### src/rtl/band_level_meter_if.sv
`default_nettype none
// ============================================================================
// Module   : band_level_meter_if
// Brief    : Sample-side and display-side signals of the band level meter.
// Revision : 1.0
// ============================================================================
interface band_level_meter_if;
    logic        ready;
    logic [55:0] bands_in;
    logic [48:0] levels;
    logic [48:0] peaks;
    logic        frame_valid;
    logic        overrun;
    logic        busy;

    modport master (
        output ready, bands_in,
        input  levels, peaks, frame_valid, overrun, busy
    );

    modport slave (
        input  ready, bands_in,
        output levels, peaks, frame_valid, overrun, busy
    );
endinterface
`default_nettype wire

### src/rtl/band_level_meter.sv
`default_nettype none
// ============================================================================
// Module   : band_level_meter
// Brief    : Per-band max-magnitude level and decaying peak-hold meter,
//            processing the seven bands serially one per clock.
// Revision : 1.0
// ============================================================================
module band_level_meter #(
    parameter int DECIMATE    = 256,
    parameter int HOLD_FRAMES = 8,
    parameter int DECAY_STEP  = 4
) (
    input  logic                clock,
    input  logic                reset,
    band_level_meter_if.slave   bus
);

    typedef enum logic [1:0] {
        IDLE   = 2'd0,
        SCAN   = 2'd1,
        COMMIT = 2'd2,
        DONE   = 2'd3
    } state_t;

    localparam logic [15:0] c_last_sample = 16'(DECIMATE - 1);
    localparam logic [7:0]  c_hold        = 8'(HOLD_FRAMES);
    localparam logic [6:0]  c_decay       = 7'(DECAY_STEP);

    state_t      r_state;
    state_t      w_next;
    logic [2:0]  r_idx;
    logic [15:0] r_count;
    logic [7:0]  r_snap   [7];
    logic [6:0]  r_acc    [7];
    logic [6:0]  r_levels [7];
    logic [6:0]  r_peaks  [7];
    logic [7:0]  r_hold   [7];
    logic        r_overrun;

    logic        w_last_band;
    logic        w_frame_end;
    logic [7:0]  w_band;
    logic [7:0]  w_neg;
    logic [6:0]  w_mag;
    logic [6:0]  w_acc_cur;
    logic [6:0]  w_peak_cur;
    logic [7:0]  w_hold_cur;
    logic [6:0]  w_dec;
    logic [48:0] w_levels;
    logic [48:0] w_peaks;

    assign w_last_band = (r_idx == 3'd6);
    assign w_frame_end = (r_count == c_last_sample);
    assign w_band      = r_snap[r_idx];
    assign w_neg       = ~w_band + 8'd1;
    // -128 has no positive 8-bit counterpart, so it pins to full scale
    assign w_mag       = !w_band[7]         ? w_band[6:0] :
                         (w_band == 8'h80)  ? 7'd127      : w_neg[6:0];
    assign w_acc_cur   = r_acc[r_idx];
    assign w_peak_cur  = r_peaks[r_idx];
    assign w_hold_cur  = r_hold[r_idx];
    assign w_dec       = (w_peak_cur > c_decay) ? (w_peak_cur - c_decay) : 7'd0;

    always_ff @(posedge clock or posedge reset) begin
        if (reset) begin
            r_state <= IDLE;
        end else begin
            r_state <= w_next;
        end
    end

    always_comb begin
        w_next = r_state;
        case (r_state)
            IDLE:    if (bus.ready) w_next = SCAN;
            SCAN:    if (w_last_band) w_next = w_frame_end ? COMMIT : IDLE;
            COMMIT:  if (w_last_band) w_next = DONE;
            DONE:    w_next = IDLE;
            default: w_next = IDLE;
        endcase
    end

    always_ff @(posedge clock or posedge reset) begin
        if (reset) begin
            r_idx     <= 3'd0;
            r_count   <= 16'd0;
            r_overrun <= 1'b0;
            for (int n = 0; n < 7; n++) begin
                r_snap[n]   <= 8'd0;
                r_acc[n]    <= 7'd0;
                r_levels[n] <= 7'd0;
                r_peaks[n]  <= 7'd0;
                r_hold[n]   <= 8'd0;
            end
        end else begin
            if (bus.ready && (r_state != IDLE)) begin
                r_overrun <= 1'b1;
            end
            case (r_state)
                IDLE: begin
                    if (bus.ready) begin
                        r_idx <= 3'd0;
                        for (int n = 0; n < 7; n++) begin
                            r_snap[n] <= bus.bands_in[8*n +: 8];
                        end
                    end
                end
                SCAN: begin
                    if (w_mag > w_acc_cur) begin
                        r_acc[r_idx] <= w_mag;
                    end
                    if (w_last_band) begin
                        r_idx   <= 3'd0;
                        r_count <= w_frame_end ? 16'd0 : (r_count + 16'd1);
                    end else begin
                        r_idx <= r_idx + 3'd1;
                    end
                end
                COMMIT: begin
                    r_levels[r_idx] <= w_acc_cur;
                    r_acc[r_idx]    <= 7'd0;
                    if (w_acc_cur >= w_peak_cur) begin
                        r_peaks[r_idx] <= w_acc_cur;
                        r_hold[r_idx]  <= c_hold;
                    end else if (w_hold_cur != 8'd0) begin
                        r_hold[r_idx]  <= w_hold_cur - 8'd1;
                    end else if (w_acc_cur >= w_dec) begin
                        // Level floor catches the decaying marker: treat it as a fresh peak
                        r_peaks[r_idx] <= w_acc_cur;
                        r_hold[r_idx]  <= c_hold;
                    end else begin
                        r_peaks[r_idx] <= w_dec;
                    end
                    r_idx <= w_last_band ? 3'd0 : (r_idx + 3'd1);
                end
                default: ;
            endcase
        end
    end

    always_comb begin
        w_levels = '0;
        w_peaks  = '0;
        for (int n = 0; n < 7; n++) begin
            w_levels[7*n +: 7] = r_levels[n];
            w_peaks[7*n +: 7]  = r_peaks[n];
        end
    end

    assign bus.levels      = w_levels;
    assign bus.peaks       = w_peaks;
    assign bus.frame_valid = (r_state == DONE);
    assign bus.busy        = (r_state != IDLE);
    assign bus.overrun     = r_overrun;

endmodule
`default_nettype wire

### src/flat_wrapper.sv
// flat-port wrapper written by rule: the top's interface ports become plain ports
module band_level_meter_flat 
#(
    parameter int DECIMATE    = 256,
    parameter int HOLD_FRAMES = 8,
    parameter int DECAY_STEP  = 4
)
  (clock, reset, bus_ready, bus_bands_in, bus_levels, bus_peaks, bus_frame_valid, bus_overrun, bus_busy);
  band_level_meter_if bus_i ();
  input  logic clock;
  input  logic reset;
  input wire logic [$bits(bus_i.ready)-1:0] bus_ready;
  input wire logic [$bits(bus_i.bands_in)-1:0] bus_bands_in;
  output wire logic [$bits(bus_i.levels)-1:0] bus_levels;
  output wire logic [$bits(bus_i.peaks)-1:0] bus_peaks;
  output wire logic [$bits(bus_i.frame_valid)-1:0] bus_frame_valid;
  output wire logic [$bits(bus_i.overrun)-1:0] bus_overrun;
  output wire logic [$bits(bus_i.busy)-1:0] bus_busy;
  assign bus_i.ready = bus_ready;
  assign bus_i.bands_in = bus_bands_in;
  assign bus_levels = bus_i.levels;
  assign bus_peaks = bus_i.peaks;
  assign bus_frame_valid = bus_i.frame_valid;
  assign bus_overrun = bus_i.overrun;
  assign bus_busy = bus_i.busy;
  band_level_meter #(.DECIMATE(DECIMATE), .HOLD_FRAMES(HOLD_FRAMES), .DECAY_STEP(DECAY_STEP)) u_core (.clock(clock), .reset(reset), .bus(bus_i));
endmodule
### config.mk
export PLATFORM = sky130hd
export DESIGN_NAME = band_level_meter_flat
export DESIGN_NICKNAME = d
export VERILOG_FILES = /design/src/rtl/band_level_meter_if.sv /design/src/rtl/band_level_meter.sv /design/src/flat_wrapper.sv
export SDC_FILE = /design/constraint.sdc
export NUM_CORES = 1
export LEC_CHECK = 0
export ABC_AREA = 1
export ABC_CLOCK_PERIOD_IN_PS = 7970
export BUFFER_PORTS_ARGS = -buffer_cell sky130_fd_sc_hd__buf_2
export CORE_MARGIN = 2
export CORE_UTILIZATION = 54
export DETAILED_ROUTE_END_ITERATION = 8
export HOLD_SLACK_MARGIN = 0.06
export PLACE_DENSITY = 0.77
export SKIP_CTS_REPAIR_TIMING = 1
export SLEW_MARGIN = 20
export SYNTH_ARGS = -nofsm -noshare
export SYNTH_HDL_FRONTEND = slang
export SYNTH_SLANG_ARGS = --single-unit
### constraint.sdc
create_clock -name clock -period 7.97 [get_ports clock]
set_input_delay 0.797 -clock clock [delete_from_list [all_inputs] [get_ports clock]]
set_output_delay 0.797 -clock clock [all_outputs]
set_load 0.03 [all_outputs]
Yosys cells after proc, flatten, opt, wreduce, memory -nomap -nowiden. Index checks and enable logic that the tools add are counted.

Word-level logic and storage cells: 125. Memories kept: 0. Memory bits (writable): 0. Memory bits (read-only): 0. Latch bits: 0. Flip-flop bits (word level): 281.

Add/sub/neg operators: 5. Muxes and demuxes: 41. $mul: 0. Divide/modulo/power cells: 0. Bitwise operators: 7. Equal/unequal tests: 11. Shift-type cells: 0. Order comparisons: 6. Reductions and logical operators: 16.

Operator list (count): 49-bit bitwise mux (4); 49-bit 2-to-1 mux (4); 56-bit 2-to-1 mux (3); 49-bit AND (2); 49-bit inverter (2); 49-bit case mux with 2 select lines (1); 56-bit bitwise mux (1); 7-bit 2-to-1 mux (8); 8-bit binary-select mux with 3-bit select (2); 7-bit binary-select mux with 3-bit select (2); 8-bit 2-to-1 mux (5); 8-bit demux with 3-bit select (1); 7-bit demux with 3-bit select (1); 16-bit by 1-bit adder with 16-bit output (second input constant) (1); 16-bit by 8-bit equality test with 1-bit output (second input constant) (1); 16-bit 2-to-1 mux (1); 7-bit greater-or-equal comparator (2); 2-bit AND reduction (6); 8-bit equality test (second input constant) (1); 2-bit 2-to-1 mux (4); 2-bit by 1-bit inequality test with 1-bit output (second input constant) (4); 2-bit case mux with 4 select lines (1); 8-bit nonzero test (1); 8-bit by 1-bit subtractor with 8-bit output (second input constant) (1); other kinds (22) (27).

Longest topological paths before layout.
Depth in word-level cells: 11. Depth in mapped cells: 29. Depth with buffers taken out: 24.

Least setup slack after synthesis. No wires, ideal clock.

Path kind: reg-to-reg. Start point: register u_core.r_idx[0]. End point: register u_core.r_peaks, in the netlist u_core.bus.peaks[38]. Clock period less this slack: 4.182 ns. Arrival: 4.066 ns. Required time: 7.853 ns. Slack: 3.788 ns. Cell stages (with the launch flop): 29. Cells stage by stage: dfrtp_1 -> buf_6 -> buf_4 -> buf_2 -> nand2_1 -> o21ai_0 -> nand2_1 -> nand3_1 -> nor2_1 -> clkbuf_1 -> inv_1 -> ha_1 -> nand3_1 -> nand2_1 -> nand2_2 -> buf_2 -> nand2_1 -> ha_1 -> a21oi_1 -> o21a_1 -> nand3_1 -> nor2_1 -> inv_1 -> clkbuf_1 -> clkbuf_1 -> nand2_1 -> o21ai_1 -> nand2_1 -> nand2_1.

Cells in the longest elaborated chain, start to end: 10.

Ends and longest elaborated chain: start: declaration (line band_level_meter.sv:31) `logic [2:0] r_idx;`; start signal: assignment (line band_level_meter.sv:116) `r_idx <= r_idx + 3'd1;`; start signal: assignment (line band_level_meter.sv:134) `r_idx <= w_last_band ? 3'd0 : (r_idx + 3'd1);`; 3-bit inverter with 4-bit output (implied by the code) (*); 7-bit binary-select mux with 3-bit select (line band_level_meter.sv:60) `assign w_peak_cur = r_peaks[r_idx];`; 7-bit 2-to-1 mux (implied by the code) (2 in series) (line band_level_meter.sv:60); 7-bit by 3-bit subtractor with 7-bit output or 7-bit by 3-bit greater-than comparator with 1-bit output (tied branches) (line band_level_meter.sv:62) `assign w_dec = (w_peak_cur > c_decay) ? (w_peak_cur - c_decay) : 7'd0;`; 7-bit 2-to-1 mux (line band_level_meter.sv:62); 7-bit greater-or-equal comparator or 49-bit bitwise mux (tied branches) (line band_level_meter.sv:127, band_level_meter.sv:132); 49-bit 2-to-1 mux (line band_level_meter.sv:127) `end else if (w_acc_cur >= w_dec) begin`; 49-bit 2-to-1 mux (line band_level_meter.sv:125) `end else if (w_hold_cur != 8'd0) begin`; 49-bit 2-to-1 mux (line band_level_meter.sv:122) `if (w_acc_cur >= w_peak_cur) begin`; end signal: indexed assignment (line band_level_meter.sv:123) `r_peaks[r_idx] <= w_acc_cur;`; end signal: indexed assignment (line band_level_meter.sv:129) `r_peaks[r_idx] <= w_acc_cur;`; end signal: indexed assignment (line band_level_meter.sv:132) `r_peaks[r_idx] <= w_dec;`; end: declaration (line band_level_meter.sv:36) `logic [6:0] r_peaks [7];`.

Every way passes the cells marked *; elsewhere a longest branch is shown, timed or not. The select of a mux whose other input is x is not followed. A chain may end at the register's enable or synchronous reset.

Final worst setup path.
Start point: register u_core.r_idx[0]. End point: register u_core.r_peaks, in the netlist u_core.bus.peaks[19].

The elaborated chain is that of the path after synthesis.

==> impl_metrics.toml <==
[yosys]
synthMuxAreaShare_pct = 3.118
synth_top_family_by_area = "simple AND/OR/NAND/NOR gates"
synth.distinct_cells = 50
async_flop_share_pct = 100.0
postSynthCellCount = 2177
synth-xor-area-share_pct = 0.5957
synthSimpleGateAreaFrac_pct = 35.88
seq_area_frac_synth_pct = 43.47
syn_nets = 2267
synth_warnings = 0
synth_compound_area_share_pct = 7.542
syn_area_sq_um = 16170
synth_ff_type = "dfrtp_1"
ys_ff_latch = 281
syn_area_per_cell_sq_um = 7.430
synth_fa_ha_area_share_pct = 2.398
synth-edff-count = 0

[clock_tree]
cts.clk_slew.worst_paths_ps = 60
cts_made_buffers = 31
numClockSinks = 281
tritoncts = "yes"
clk_latency_ps = 570
root_buffer = "clkbuf_16"
cts_max_level = 1
cts_buffer_depth = 3

[floorplanning]
dieArea_sq_um = 31350
io_pins = 160
rows = 63
chipWidth_microns = 177.1
die-height_microns = 177.1
core_sq_um = 29560
initial_core_util_pct = 54.72

[route]
vias = 15730
viasPerCell = 5.810
post-route-drc-count = 0
wirelength_microns = 50640
first_pass_iters = 8
ant_nets = 0
drt-initial-drc-count = 1921
routedWlPerCell_microns = 18.70

[placed_design]
dp_slack_ps = 1763
io_buffer_count = 159
gp_congestion = 0.9792
placed_cell_area_sq_um = 17130
dp_hpwl_microns = 35270

[setup_path]
crit_path_max_fanout = 60
r2r_setup_slack_ps = 1600
cp_slowest_cell = "nor2_2"
crit_top_cell = "nand2_1"
critPathKind = "reg -> reg"
worst-path-buf-inv = 7
endpoint_kind = "flip-flop"
critical_path.top_delay_family = "simple AND/OR/NAND/NOR gates"
cp.required_ps = 8470
worstPathArrival_ps = 6880
slowest_delay_ps = 760
cp-start-kind = "flip-flop"

[grt]
grt_max_degree = 143
grt_pass1_wl_microns = 79740
antenna_found_initial = 2
grt_pass1_vias = 14870
grt_usage_pct = 32.39
overflow = 0

[finish]
layout_commonest_cell = "nand2_1"
final_nets = 2385
syn2layout_area_growth_pct = 12.43
antennaDiodeCount = 0
final_core_util_pct = 61.52
layout-drive-gt1-share_pct = 15.23
final_cell_mix = "nand2_1 (853), nand3_1 (284), dfrtp_1 (280)"
final_cell_area_sq_um = 18180

[timing]
final.setup.worst_slack_ps = 1595
maxSlewViolCount = 0
finalSetupTns_ps = 0
grt_setup_unrepaired = "no"
finalCritPeriodShare_pct = 79.98
clock.fmax_mhz = 156.9
hold_violations = 0
relSlewSlack_pct = 18.59
setup_viol = 0
fin_worst_skew_ps = 14.74
tightest_slew_ps = 1208
fin_crit_ps = 6375

[power_and_ir_drop]
peakVddDrop_v = 0.0004866
powerDensity_nw_per_um2 = 445.6
total_power_mw = 8.103
p_leak_nw = 9.763

[flow_run]
cap_viol_max_count = 0

[run_status]
status = "completed"

[min_path]
holdCritPathClass = "in -> async"
logic make-up after synthesis:
family | after synthesis
buffers and inverters | 262
adder cells (fa/ha/maj) | 31
XOR/XNOR | 11
AND/OR/NAND/NOR | 1329
flip-flops | 281
AO/OA/AOI/OAI | 218
multiplexers | 45
cells in the mapped netlist (4+ instances only):
master / instances / area share [%]
nor2_8: 6 / 0.74
nand4_1: 41 / 1.6
nor2_2: 13 / 0.50
nand2_2: 5 / 0.19
xor2_1: 6 / 0.32
nor3_1: 4 / 0.12
o22ai_1: 8 / 0.31
mux2_2: 43 / 3.0
clkbuf_1: 43 / 1.0
inv_2: 18 / 0.42
inv_1: 145 / 3.4
nor2_4: 9 / 0.63
buf_1: 4 / 0.093
nand3_1: 284 / 8.8
nand3_2: 6 / 0.37
buf_4: 4 / 0.19
ha_1: 31 / 2.4
o21ai_1: 13 / 0.40
xnor2_1: 5 / 0.27
o21ai_0: 103 / 3.2
buf_2: 32 / 0.99
o211ai_1: 21 / 0.97
a21oi_1: 54 / 1.7
nor2_1: 89 / 2.1
dfrtp_1: 281 / 43
buf_6: 12 / 0.84
nand2_1: 854 / 20
metal layers:
layer	GRT usage, %	routed length [microns]	share of wire (%)	up-vias
li1	-	-	-	7305
met1	45.69	20960	41	7409
met2	49.48	22450	44	884
met3	6.422	5485	11	133
met4	12.02	1728	3.4	2
met5	0	13	0.026	-
sequential cells by signal, summed over array words and instances, names as in the netlist, named ones only:
| signal | count |
|---|---|
| u_core.r_snap | 56 |
| u_core.bus.levels | 49 |
| u_core.r_count | 16 |
| u_core.bus.overrun | 1 |
| u_core.r_hold | 56 |
| u_core.bus.peaks | 49 |
| u_core.r_idx | 3 |
| u_core.r_state | 1 |
| u_core.r_acc | 49 |
report_power, final:
group / switching (mW) / total [mW] / internal [mW]
combinational: 3.56 / 4.80 / 1.24
clock: 0.593 / 1.46 / 0.863
sequential: 0.166 / 1.85 / 1.69
total: 4.31 / 8.10 / 3.79
per-stage QoR:
stage          instances  hold WS (ps)
5_1_grt             2708         197.3
2_1_floorplan       2177         446.6
3_3_place_gp        2651         435.2
3_5_place_dp        2651         443.3
4_1_cts             2707         448.5
6_report            2708         186.6
area by class of cell:
class                           count  area [sq um]
Timing Repair Buffer              180         978.4
Inverter                          167         633.1
Tap cell                          390         488.0
Sequential cell                   281          7033
Clock buffer                       41         873.3
Multi-Input combinational cell   1634          8016
Fill cell                        2650         11370
Clock inverter                     15         162.7
path summary, 6_finish.rpt:
check,start,cells after the start,end
worst max-delay path,u_core.r_idx[0]$_DFFE_PP0P_,25,u_core.bus.peaks[19]$_DFFE_PP0P_
worst min-delay path,reset,2,u_core.r_snap[0]$_DFFE_PP0P_
worst max register to register,u_core.r_idx[0]$_DFFE_PP0P_,25,u_core.bus.peaks[19]$_DFFE_PP0P_
worst min register to register,u_core.bus.overrun$_DFFE_PP0P_,1,u_core.bus.overrun$_DFFE_PP0P_
max in group asynchronous,reset,4,u_core.bus.peaks[40]$_DFFE_PP0P_
min in group clock,u_core.bus.overrun$_DFFE_PP0P_,1,u_core.bus.overrun$_DFFE_PP0P_
No activity file was read; power rests on OpenSTA's default activity.
